<file path="config.mk">
export PLATFORM = sky130hd
export DESIGN_NAME = axis_pkt_fifo_flat
export DESIGN_NICKNAME = d
export VERILOG_FILES = /design/src/rtl/axis_pkt_fifo_pkg.sv /design/src/rtl/axis_pkt_fifo_if.sv /design/src/rtl/axis_pkt_fifo_ram.sv /design/src/rtl/axis_pkt_fifo.sv /design/src/flat_wrapper.sv
export SDC_FILE = /design/constraint.sdc
export NUM_CORES = 1
export LEC_CHECK = 0
export ABC_AREA = 1
export CAP_MARGIN = 20
export CORE_MARGIN = 3
export CORE_UTILIZATION = 59
export DETAILED_ROUTE_END_ITERATION = 6
export PLACE_DENSITY = 0.79
export SYNTH_ARGS = -nofsm -noshare
export SYNTH_HDL_FRONTEND = slang
export SYNTH_SLANG_ARGS = --single-unit
</file>
<file path="constraint.sdc">
create_clock -name aclk -period 9.55 [get_ports aclk]
set_clock_uncertainty 0.05 [all_clocks]
set_input_delay 0.955 -clock aclk [delete_from_list [all_inputs] [get_ports aclk]]
set_output_delay 0.955 -clock aclk [all_outputs]
set_load 0.005 [all_outputs]
</file>
<file path="src/rtl/axis_pkt_fifo_pkg.sv">
// Package: axis_pkg
//
// Shared definitions for the AXI4-Stream packet FIFO.
//  - Default field widths used by the FIFO and its interface.
//  - Field selector enum plus helpers that give the total width of a packed
//    beat word and the bit offset of each field inside it.
//  - Packed beat layout, LSB first:
//      tdata | tstrb | tkeep | tlast | tid | tdest | tuser

package axis_pkg;

  localparam int DEF_DATA_WIDTH = 32;
  localparam int DEF_ID_WIDTH   = 1;
  localparam int DEF_DEST_WIDTH = 1;
  localparam int DEF_USER_WIDTH = 1;
  localparam int DEF_DEPTH      = 16;

  typedef enum logic [2:0] {
    FLD_DATA,
    FLD_STRB,
    FLD_KEEP,
    FLD_LAST,
    FLD_ID,
    FLD_DEST,
    FLD_USER
  } axis_field_e;

  // Total width of one packed beat.
  function automatic int axis_beat_width(int data_w, int id_w, int dest_w, int user_w);
    return data_w + 2 * (data_w / 8) + 1 + id_w + dest_w + user_w;
  endfunction

  // Bit offset of a field inside the packed beat word.
  function automatic int axis_field_ofs(axis_field_e fld, int data_w, int id_w, int dest_w);
    int strb_w;
    strb_w = data_w / 8;
    case (fld)
      FLD_DATA: return 0;
      FLD_STRB: return data_w;
      FLD_KEEP: return data_w + strb_w;
      FLD_LAST: return data_w + 2 * strb_w;
      FLD_ID:   return data_w + 2 * strb_w + 1;
      FLD_DEST: return data_w + 2 * strb_w + 1 + id_w;
      default:  return data_w + 2 * strb_w + 1 + id_w + dest_w;
    endcase
  endfunction

  // Field offsets for the default widths.
  localparam int DEF_STRB_OFS = axis_field_ofs(FLD_STRB, DEF_DATA_WIDTH, DEF_ID_WIDTH, DEF_DEST_WIDTH);
  localparam int DEF_KEEP_OFS = axis_field_ofs(FLD_KEEP, DEF_DATA_WIDTH, DEF_ID_WIDTH, DEF_DEST_WIDTH);
  localparam int DEF_LAST_OFS = axis_field_ofs(FLD_LAST, DEF_DATA_WIDTH, DEF_ID_WIDTH, DEF_DEST_WIDTH);
  localparam int DEF_ID_OFS   = axis_field_ofs(FLD_ID,   DEF_DATA_WIDTH, DEF_ID_WIDTH, DEF_DEST_WIDTH);
  localparam int DEF_DEST_OFS = axis_field_ofs(FLD_DEST, DEF_DATA_WIDTH, DEF_ID_WIDTH, DEF_DEST_WIDTH);
  localparam int DEF_USER_OFS = axis_field_ofs(FLD_USER, DEF_DATA_WIDTH, DEF_ID_WIDTH, DEF_DEST_WIDTH);

endpackage

</file>
<file path="src/rtl/axis_pkt_fifo_if.sv">
// Interface: axis_if
//
// One AXI4-Stream link.
//  master modport: drives tvalid and the payload, receives tready.
//  slave  modport: receives tvalid and the payload, drives tready.
//  Payload: tdata[DATA_WIDTH], tstrb/tkeep[DATA_WIDTH/8], tlast,
//           tid[ID_WIDTH], tdest[DEST_WIDTH], tuser[USER_WIDTH].

interface axis_if #(
  parameter int DATA_WIDTH = axis_pkg::DEF_DATA_WIDTH,
  parameter int ID_WIDTH   = axis_pkg::DEF_ID_WIDTH,
  parameter int DEST_WIDTH = axis_pkg::DEF_DEST_WIDTH,
  parameter int USER_WIDTH = axis_pkg::DEF_USER_WIDTH
);

  localparam int STRB_WIDTH = DATA_WIDTH / 8;

  logic                  tvalid;
  logic                  tready;
  logic [DATA_WIDTH-1:0] tdata;
  logic [STRB_WIDTH-1:0] tstrb;
  logic [STRB_WIDTH-1:0] tkeep;
  logic                  tlast;
  logic [ID_WIDTH-1:0]   tid;
  logic [DEST_WIDTH-1:0] tdest;
  logic [USER_WIDTH-1:0] tuser;

  modport master (
    output tvalid, tdata, tstrb, tkeep, tlast, tid, tdest, tuser,
    input  tready
  );

  modport slave (
    input  tvalid, tdata, tstrb, tkeep, tlast, tid, tdest, tuser,
    output tready
  );

endinterface

</file>
<file path="src/rtl/axis_pkt_fifo_ram.sv">
// Module: axis_fifo_ram
//
// Simple dual-port storage for the packet FIFO: DEPTH words of WIDTH bits.
//  aclk     in   clock; write on rising edge
//  wr_en    in   write strobe
//  wr_addr  in   write address
//  wr_data  in   write word
//  rd_addr  in   read address
//  rd_data  out  asynchronous read of mem[rd_addr]

module axis_fifo_ram #(
  parameter int WIDTH = 44,
  parameter int DEPTH = 16
) (
  input  logic                     aclk,
  input  logic                     wr_en,
  input  logic [$clog2(DEPTH)-1:0] wr_addr,
  input  logic [WIDTH-1:0]         wr_data,
  input  logic [$clog2(DEPTH)-1:0] rd_addr,
  output logic [WIDTH-1:0]         rd_data
);

  logic [WIDTH-1:0] mem [DEPTH];

  // NOTE: storage has no reset; the top-level pointers and occupancy decide
  // which words are live, so stale contents are never presented.
  always_ff @(posedge aclk) begin
    if (wr_en) mem[wr_addr] <= wr_data;
  end

  assign rd_data = mem[rd_addr];

endmodule

</file>
<file path="src/rtl/axis_pkt_fifo.sv">
// Module: axis_pkt_fifo
//
// Parametrised AXI4-Stream FIFO, cut-through or store-and-forward.
//  aclk          in   clock
//  arstn         in   asynchronous active-low reset
//  s_axis        slave modport   upstream link (tready is registered)
//  m_axis        master modport  downstream link (payload read from storage)
//  occupancy     out  beats currently stored
//  pkt_count     out  complete packets stored (tlast beats held)
//  oversize_err  out  sticky: a store-and-forward packet did not fit in DEPTH
//
// In store-and-forward mode a packet is presented only after its tlast beat
// is stored. A packet larger than the FIFO would deadlock that rule, so when
// the FIFO fills without a complete packet the release flag is raised and the
// FIFO drains cut-through until that packet's tlast beat leaves.

module axis_pkt_fifo
  import axis_pkg::*;
#(
  parameter int DATA_WIDTH  = DEF_DATA_WIDTH,
  parameter int ID_WIDTH    = DEF_ID_WIDTH,
  parameter int DEST_WIDTH  = DEF_DEST_WIDTH,
  parameter int USER_WIDTH  = DEF_USER_WIDTH,
  parameter int DEPTH       = DEF_DEPTH,
  parameter int PACKET_MODE = 0
) (
  input  logic                   aclk,
  input  logic                   arstn,
  axis_if.slave                  s_axis,
  axis_if.master                 m_axis,
  output logic [$clog2(DEPTH):0] occupancy,
  output logic [$clog2(DEPTH):0] pkt_count,
  output logic                   oversize_err
);

  localparam int STRB_WIDTH = DATA_WIDTH / 8;
  localparam int AW         = $clog2(DEPTH);
  localparam int CW         = AW + 1;
  localparam int BEAT_W     = axis_beat_width(DATA_WIDTH, ID_WIDTH, DEST_WIDTH, USER_WIDTH);
  localparam int STRB_OFS   = axis_field_ofs(FLD_STRB, DATA_WIDTH, ID_WIDTH, DEST_WIDTH);
  localparam int KEEP_OFS   = axis_field_ofs(FLD_KEEP, DATA_WIDTH, ID_WIDTH, DEST_WIDTH);
  localparam int LAST_OFS   = axis_field_ofs(FLD_LAST, DATA_WIDTH, ID_WIDTH, DEST_WIDTH);
  localparam int ID_OFS     = axis_field_ofs(FLD_ID,   DATA_WIDTH, ID_WIDTH, DEST_WIDTH);
  localparam int DEST_OFS   = axis_field_ofs(FLD_DEST, DATA_WIDTH, ID_WIDTH, DEST_WIDTH);
  localparam int USER_OFS   = axis_field_ofs(FLD_USER, DATA_WIDTH, ID_WIDTH, DEST_WIDTH);

  localparam logic [CW-1:0] FULL = CW'(DEPTH);

  logic [AW-1:0]     wr_ptr, rd_ptr;
  logic [CW-1:0]     occ_q, occ_next;
  logic [CW-1:0]     pkt_q, pkt_next;
  logic              s_ready_q;
  logic              release_q;
  logic              err_q;
  logic              push, pop, push_last, pop_last;
  logic              data_avail, oversize_set;
  logic [BEAT_W-1:0] wr_beat, rd_beat;

  // Pack / unpack; the concatenation order matches the package offsets.
  assign wr_beat = {s_axis.tuser, s_axis.tdest, s_axis.tid, s_axis.tlast,
                    s_axis.tkeep, s_axis.tstrb, s_axis.tdata};

  assign m_axis.tdata = rd_beat[DATA_WIDTH-1:0];
  assign m_axis.tstrb = rd_beat[STRB_OFS +: STRB_WIDTH];
  assign m_axis.tkeep = rd_beat[KEEP_OFS +: STRB_WIDTH];
  assign m_axis.tlast = rd_beat[LAST_OFS];
  assign m_axis.tid   = rd_beat[ID_OFS   +: ID_WIDTH];
  assign m_axis.tdest = rd_beat[DEST_OFS +: DEST_WIDTH];
  assign m_axis.tuser = rd_beat[USER_OFS +: USER_WIDTH];

  axis_fifo_ram #(
    .WIDTH (BEAT_W),
    .DEPTH (DEPTH)
  ) u_ram (
    .aclk    (aclk),
    .wr_en   (push),
    .wr_addr (wr_ptr),
    .wr_data (wr_beat),
    .rd_addr (rd_ptr),
    .rd_data (rd_beat)
  );

  // Handshakes.
  assign s_axis.tready = s_ready_q;
  assign data_avail    = (occ_q != '0);
  assign m_axis.tvalid = (PACKET_MODE != 0) ? (data_avail && ((pkt_q != '0) || release_q))
                                            : data_avail;

  assign push      = s_axis.tvalid && s_ready_q;
  assign pop       = m_axis.tvalid && m_axis.tready;
  assign push_last = push && s_axis.tlast;
  assign pop_last  = pop && rd_beat[LAST_OFS];

  // Full with no complete packet stored: store-and-forward can never release.
  assign oversize_set = (PACKET_MODE != 0) && (occ_q == FULL) && (pkt_q == '0);

  // NOTE: every signal assigned in always_comb gets its default first so no
  // path leaves it unassigned and no latch is inferred.
  always_comb begin
    occ_next = occ_q;
    pkt_next = pkt_q;
    if (push && !pop)      occ_next = occ_q + CW'(1);
    else if (pop && !push) occ_next = occ_q - CW'(1);
    if (push_last && !pop_last)      pkt_next = pkt_q + CW'(1);
    else if (pop_last && !push_last) pkt_next = pkt_q - CW'(1);
  end

  // NOTE: state registers use non-blocking assignments so every flop samples
  // the pre-edge values regardless of statement order.
  always_ff @(posedge aclk or negedge arstn) begin
    if (!arstn) begin
      wr_ptr    <= '0;
      rd_ptr    <= '0;
      occ_q     <= '0;
      pkt_q     <= '0;
      s_ready_q <= 1'b0;
      release_q <= 1'b0;
      err_q     <= 1'b0;
    end else begin
      if (push) wr_ptr <= wr_ptr + AW'(1);
      if (pop)  rd_ptr <= rd_ptr + AW'(1);
      occ_q <= occ_next;
      pkt_q <= pkt_next;
      // No full-bypass: a pop while full only reopens tready next cycle.
      s_ready_q <= (occ_next < FULL);
      if (oversize_set) begin
        err_q     <= 1'b1;
        release_q <= 1'b1;
      end else if (release_q && pop_last) begin
        release_q <= 1'b0;
      end
    end
  end

  assign occupancy    = occ_q;
  assign pkt_count    = pkt_q;
  assign oversize_err = err_q;

endmodule

</file>
<file path="src/flat_wrapper.sv">
// flat-port wrapper written by rule: the top's interface ports become plain ports
module axis_pkt_fifo_flat import axis_pkg::*;
#(
  parameter int DATA_WIDTH  = DEF_DATA_WIDTH,
  parameter int ID_WIDTH    = DEF_ID_WIDTH,
  parameter int DEST_WIDTH  = DEF_DEST_WIDTH,
  parameter int USER_WIDTH  = DEF_USER_WIDTH,
  parameter int DEPTH       = DEF_DEPTH,
  parameter int PACKET_MODE = 0
)
  (aclk, arstn, occupancy, pkt_count, oversize_err, s_axis_tvalid, s_axis_tdata, s_axis_tstrb, s_axis_tkeep, s_axis_tlast, s_axis_tid, s_axis_tdest, s_axis_tuser, s_axis_tready, m_axis_tvalid, m_axis_tdata, m_axis_tstrb, m_axis_tkeep, m_axis_tlast, m_axis_tid, m_axis_tdest, m_axis_tuser, m_axis_tready);
  axis_if #(.DATA_WIDTH(DATA_WIDTH), .ID_WIDTH(ID_WIDTH), .DEST_WIDTH(DEST_WIDTH), .USER_WIDTH(USER_WIDTH)) s_axis_i ();
  axis_if #(.DATA_WIDTH(DATA_WIDTH), .ID_WIDTH(ID_WIDTH), .DEST_WIDTH(DEST_WIDTH), .USER_WIDTH(USER_WIDTH)) m_axis_i ();
  input  logic aclk;
  input  logic arstn;
  output logic [$clog2(DEPTH):0] occupancy;
  output logic [$clog2(DEPTH):0] pkt_count;
  output logic oversize_err;
  input wire logic [$bits(s_axis_i.tvalid)-1:0] s_axis_tvalid;
  input wire logic [$bits(s_axis_i.tdata)-1:0] s_axis_tdata;
  input wire logic [$bits(s_axis_i.tstrb)-1:0] s_axis_tstrb;
  input wire logic [$bits(s_axis_i.tkeep)-1:0] s_axis_tkeep;
  input wire logic [$bits(s_axis_i.tlast)-1:0] s_axis_tlast;
  input wire logic [$bits(s_axis_i.tid)-1:0] s_axis_tid;
  input wire logic [$bits(s_axis_i.tdest)-1:0] s_axis_tdest;
  input wire logic [$bits(s_axis_i.tuser)-1:0] s_axis_tuser;
  output wire logic [$bits(s_axis_i.tready)-1:0] s_axis_tready;
  output wire logic [$bits(m_axis_i.tvalid)-1:0] m_axis_tvalid;
  output wire logic [$bits(m_axis_i.tdata)-1:0] m_axis_tdata;
  output wire logic [$bits(m_axis_i.tstrb)-1:0] m_axis_tstrb;
  output wire logic [$bits(m_axis_i.tkeep)-1:0] m_axis_tkeep;
  output wire logic [$bits(m_axis_i.tlast)-1:0] m_axis_tlast;
  output wire logic [$bits(m_axis_i.tid)-1:0] m_axis_tid;
  output wire logic [$bits(m_axis_i.tdest)-1:0] m_axis_tdest;
  output wire logic [$bits(m_axis_i.tuser)-1:0] m_axis_tuser;
  input wire logic [$bits(m_axis_i.tready)-1:0] m_axis_tready;
  assign s_axis_i.tvalid = s_axis_tvalid;
  assign s_axis_i.tdata = s_axis_tdata;
  assign s_axis_i.tstrb = s_axis_tstrb;
  assign s_axis_i.tkeep = s_axis_tkeep;
  assign s_axis_i.tlast = s_axis_tlast;
  assign s_axis_i.tid = s_axis_tid;
  assign s_axis_i.tdest = s_axis_tdest;
  assign s_axis_i.tuser = s_axis_tuser;
  assign s_axis_tready = s_axis_i.tready;
  assign m_axis_tvalid = m_axis_i.tvalid;
  assign m_axis_tdata = m_axis_i.tdata;
  assign m_axis_tstrb = m_axis_i.tstrb;
  assign m_axis_tkeep = m_axis_i.tkeep;
  assign m_axis_tlast = m_axis_i.tlast;
  assign m_axis_tid = m_axis_i.tid;
  assign m_axis_tdest = m_axis_i.tdest;
  assign m_axis_tuser = m_axis_i.tuser;
  assign m_axis_i.tready = m_axis_tready;
  axis_pkt_fifo #(.DATA_WIDTH(DATA_WIDTH), .ID_WIDTH(ID_WIDTH), .DEST_WIDTH(DEST_WIDTH), .USER_WIDTH(USER_WIDTH), .DEPTH(DEPTH), .PACKET_MODE(PACKET_MODE)) u_core (.aclk(aclk), .arstn(arstn), .s_axis(s_axis_i), .m_axis(m_axis_i), .occupancy(occupancy), .pkt_count(pkt_count), .oversize_err(oversize_err));
endmodule
</file>
Yosys cells after proc, flatten, opt, wreduce, memory -nomap -nowiden
Memories as Yosys holds them, arrays and structs flattened. Cells that the tools add are included.

Bits in writable memories: 704. ROM bits: 0. Word-level logic and storage cells: 33. Flip-flop bits (word level): 19. Output and inout port bits: 57. Memories kept: 1. Input bits: 48. Bits in latches: 0.

Memories: u_core.u_ram.mem (words 16, bits a word 44, read ports 1, clocked after Yosys merged registers in 0, wr ports 1, RTL line axis_pkt_fifo_ram.sv:23) `logic [WIDTH-1:0] mem [DEPTH];`.

Multiply operators: 0. Divide/modulo/power cells: 0. Equality and inequality tests: 0. Reduce and logical (&&, ||, !) cells: 14. Order comparisons: 1. $add $sub $neg: 6. Shift-type cells: 0. Multiplexer cells: 6. Bitwise logic cells: 0.

Operator list (count): 5-bit 2-to-1 mux (4); 5-bit by 1-bit adder with 5-bit output (second input constant) (2); 5-bit by 1-bit subtractor with 5-bit output (second input constant) (2); 4-bit by 1-bit adder with 4-bit output (second input constant) (2); 1-bit logical AND (8); 5-bit less-than comparator (second input constant) (1); 5-bit nonzero test (1); 1-bit zero test (4); 1-bit 2-to-1 mux (2); 2-bit nonzero test (1).

Depth between registers and ports, before layout
Word-level depth: 6. Depth in mapped cells: 22. Depth with buffers taken out: 19.

Cells and area by module
From an unflattened synthesis, not the netlist that was laid out.

Cell total of the unflattened synthesis: 2997. Area total of the unflattened synthesis: 31243.7 sq um.

Modules (own cells, without submodules): axis_fifo_ram (sequential area each 21140.3 sq um, instances 1, cells each 2859, area an instance 30061.3 sq um); axis_pkt_fifo (sequential area each 475.5 sq um, instances 1, cells each 138, area an instance 1182.4 sq um).

Least setup slack after synthesis
No wires, ideal clock.

Path kind: input -> register. From: in s_axis_tvalid. To: mem u_core.u_ram.mem[11][0], enable pin. Library setup time: 500 ps. Arrival: 4173 ps. Cell stages on the path: 2. Setup slack: 4827 ps. Required time: 9000 ps. Buffers on the path: 0. Cell sequence: nand2_1 nor3_1.

Longest elaborated chain between the ends: 3.

RTL lines: start, declared (RTL line flat_wrapper.sv:19) `input wire logic [$bits(s_axis_i.tvalid)-1:0] s_axis_tvalid;`; 1-bit logical AND (RTL line axis_pkt_fifo.sv:89) `assign push = s_axis.tvalid && s_ready_q;`; 1-bit 2-to-1 mux (RTL line axis_pkt_fifo_ram.sv:28) `if (wr_en) mem[wr_addr] <= wr_data;`; 1-bit 2-to-1 mux (implied by the code) (RTL line axis_pkt_fifo_ram.sv:28); end, declared (RTL line axis_pkt_fifo_ram.sv:23).

No other way between the ends.

Worst setup path after layout
From: reg u_core.rd_ptr[0]. To: out m_axis_tdata[13].

Longest elaborated chain between the ends: 1.

RTL lines: start, declared (RTL line axis_pkt_fifo.sv:49) `logic [AW-1:0] wr_ptr, rd_ptr;`; start signal, assigned (RTL line axis_pkt_fifo.sv:121) `if (pop) rd_ptr <= rd_ptr + AW'(1);`; memory 16 x 44 bit; end, declared (RTL line flat_wrapper.sv:29) `output wire logic [$bits(m_axis_i.tdata)-1:0] m_axis_tdata;`.

No other way between the ends.

==> metrics.txt <==
outcome finished, final reports clean; #FFs+latches synth ~720; first-pass GRT wire length 106 mm; max-cap viol count 0; peak supply drop around 0.00020 V; final setup fails 0; total CTS buffers 70; Peak Freq 0.172 GHz; Die Ht between 200 and 250 um; Nets roughly 2500; htree depth 3; die width 229 um; Netlist Area Pre-Place between 0.02 and 0.03 mm^2; Initial Utilization 0.599; # DRC 0; pin count of the biggest net entering global routing 140; setup bufs post-CTS 0; die footprint between 0.05 and 0.06 mm^2; wire per inst between 20 and 25 um; sequential area share after synthesis 0.736; PD cells 300 mW/mm^2; GR Overflow Total 0; share of cells above drive strength 1 0.0635; root buf cell clkbuf_16; number of distinct library cells after synthesis 32; Hold Vio Cnt, Final 0; WHS Path Cells 2; # rows 81; crit end category primary output; initial antenna violation count 1; area delta synth->final 12.5%; number of global-route vias before repair 18625; post-synthesis instance total between 2000 and 2500; RSZ-0062 raised after global routing no; Fin Setup TNS 0 ns; Crit Path Class reg -> out; Max clock buf depth 3; Slew HR 0.253; Post-CTS Resized 0; antenna cells 0; drt first-iter violations between 2000 and 3000; Pre-antenna DRT Iters 6; Boundary Pins approximately 110; Static Leak 11.3 nW; measured slew at the worst slew-check pin approximately 1.1 ns; DP HPWL ~33 mm; HP Class reg -> reg; R2R cell count 20; YS warnings 0; peak fanout along the critical path ~100; antenna-violating nets left 0; final slew viol count 0; Final period util 0.607; commonest non-fill, non-tap cell in the layout edfxtp_1; via/cell ratio approximately 6.0; most frequent cells in the layout 704 x edfxtp_1, 567 x nor2_1, 276 x nand3_1; crit start category register; Area after DPL between 0.03 and 0.04 mm^2; port bufs between 100 and 150; Placer Congestion just under 0.8; synthesized area per cell 12.3 um^2; clock tree from TritonCTS built; Routed WL 69.8 mm; Num Clock Sinks roughly 720; GRT Total Usage 0.263; vias between 15000 and 20000; critical path data required time between 8 and 9 ns; Arrival @ worst endpoint around 4.8 ns; Net Count, Synth between 2000 and 2500; hold_buf cts 0; post-layout min period ~5.8 ns; Worst-path clk slew ~0.06 ns; Clk Latency, worst-skew pair ~0.6 ns; Core Area ~0.049 mm^2; design area approximately 0.033 mm^2
cell usage after synthesis:
cell        n  area share
xnor2_1     1     0.00030
nand3_1   276       0.047
o21ai_0   153       0.026
conb_1      1     0.00013
buf_4       5      0.0013
buf_1      32      0.0041
inv_1      95       0.012
buf_12      1     0.00068
clkbuf_1   22      0.0028
edfxtp_1  704        0.72
clkbuf_2    5     0.00085
o211ai_1   62       0.016
buf_6      27       0.010
nor2_1    581       0.074
nand3b_1    1     0.00026
ha_1       14      0.0060
inv_4       1     0.00021
inv_2       2     0.00026
a31oi_1     2     0.00043
nand2_1   160       0.020
nor2_2     10      0.0021
nand4_1     3     0.00064
clkinv_1    1     0.00013
buf_2      55      0.0094
o21ai_1   141       0.024
dfrtp_1    19       0.016
nor3_1      2     0.00034
a31o_2      1     0.00030
xor2_1      9      0.0027
fa_1        1     0.00068
a21oi_1     2     0.00034
buf_8       1     0.00051
logic make-up after synthesis:
family | after synthesis | share of synthesized area
adder cells (fa/ha/maj) | 15 | 0.00664
buffers and inverters | 247 | 0.0427
AND/OR/NAND/NOR | 1033 | 0.145
other | 1 | 0.000128
flip-flops | 723 | 0.736
AO/OA/AOI/OAI | 361 | 0.0670
XOR/XNOR | 10 | 0.00298
power breakdown:
part	switching, W	internal [W]
logic	0.00211	0.00122
registers	0.000213	0.00368
clock network	0.00113	0.00157
path summary, 6_finish.rpt:
| check | slack, ns | endpoint | from |
|---|---|---|---|
| min | 0.48 | u_core.pkt_count[3] | u_core.pkt_count[3] |
| min in group asynchronous | 0.80 | u_core.rd_ptr[0] | arstn |
| max | 3.75 | m_axis_tdata[13] | u_core.rd_ptr[0] |
| max in group asynchronous | 8.02 | u_core.rd_ptr[2] | arstn |
| max reg2reg | 4.98 | u_core.pkt_count[4] | u_core.rd_ptr[1] |
| min reg2reg | 0.48 | u_core.pkt_count[3] | u_core.pkt_count[3] |
stage by stage:
step	cells	util	total power, W	setup WS [ns]	hold WS [ns]
2_1_floorplan	2390	-	0.00608	4.83	0.450
3_3_place_gp	3037	0.626	0.00706	4.34	0.456
3_5_place_dp	3038	0.626	0.00718	4.28	0.468
4_1_cts	3165	0.672	0.00989	3.61	0.486
5_1_grt	3169	0.674	0.0104	3.47	0.523
6_report	3169	0.674	0.00992	3.75	0.481
critical path, cell delays in order, from the launching register on:
cell	delay, ns
dfrtp_4	1.11
buf_4	0.59
buf_16	0.32
buf_4	0.78
nor2_1	0.12
nor2_1	0.13
o21ai_0	0.12
nand3_1	0.12
nand3_1	0.13
nand2_1	0.13
clkdlybuf4s50_1	0.50
flip-flops by register name, summed over array words and instances, names as in the netlist:
name,cells
u_core.s_axis.tready,1
u_core.u_ram.mem,704
u_core.wr_ptr,4
u_core.occupancy,5
u_core.pkt_count,5
u_core.rd_ptr,4
layout make-up:
class | instances | area [um^2]
Clock buffer | 101 | 1960
Tap cell | 664 | 831
Timing Repair Buffer | 136 | 1360
Clock inverter | 26 | 259
Inverter | 99 | 385
Sequential cell | 723 | 21600
Multi-Input combinational cell | 1420 | 6630
Fill cell | 3320 | 16000
per-layer routing:
metal  up-vias  share of wire  track usage
met5         -        0.00019            0
met4         2          0.031        0.109
met3       163          0.099       0.0442
met2      1122           0.48        0.421
met1      9282           0.39        0.363
li1       8565              -            -
Power figures use the tool's default switching activity.
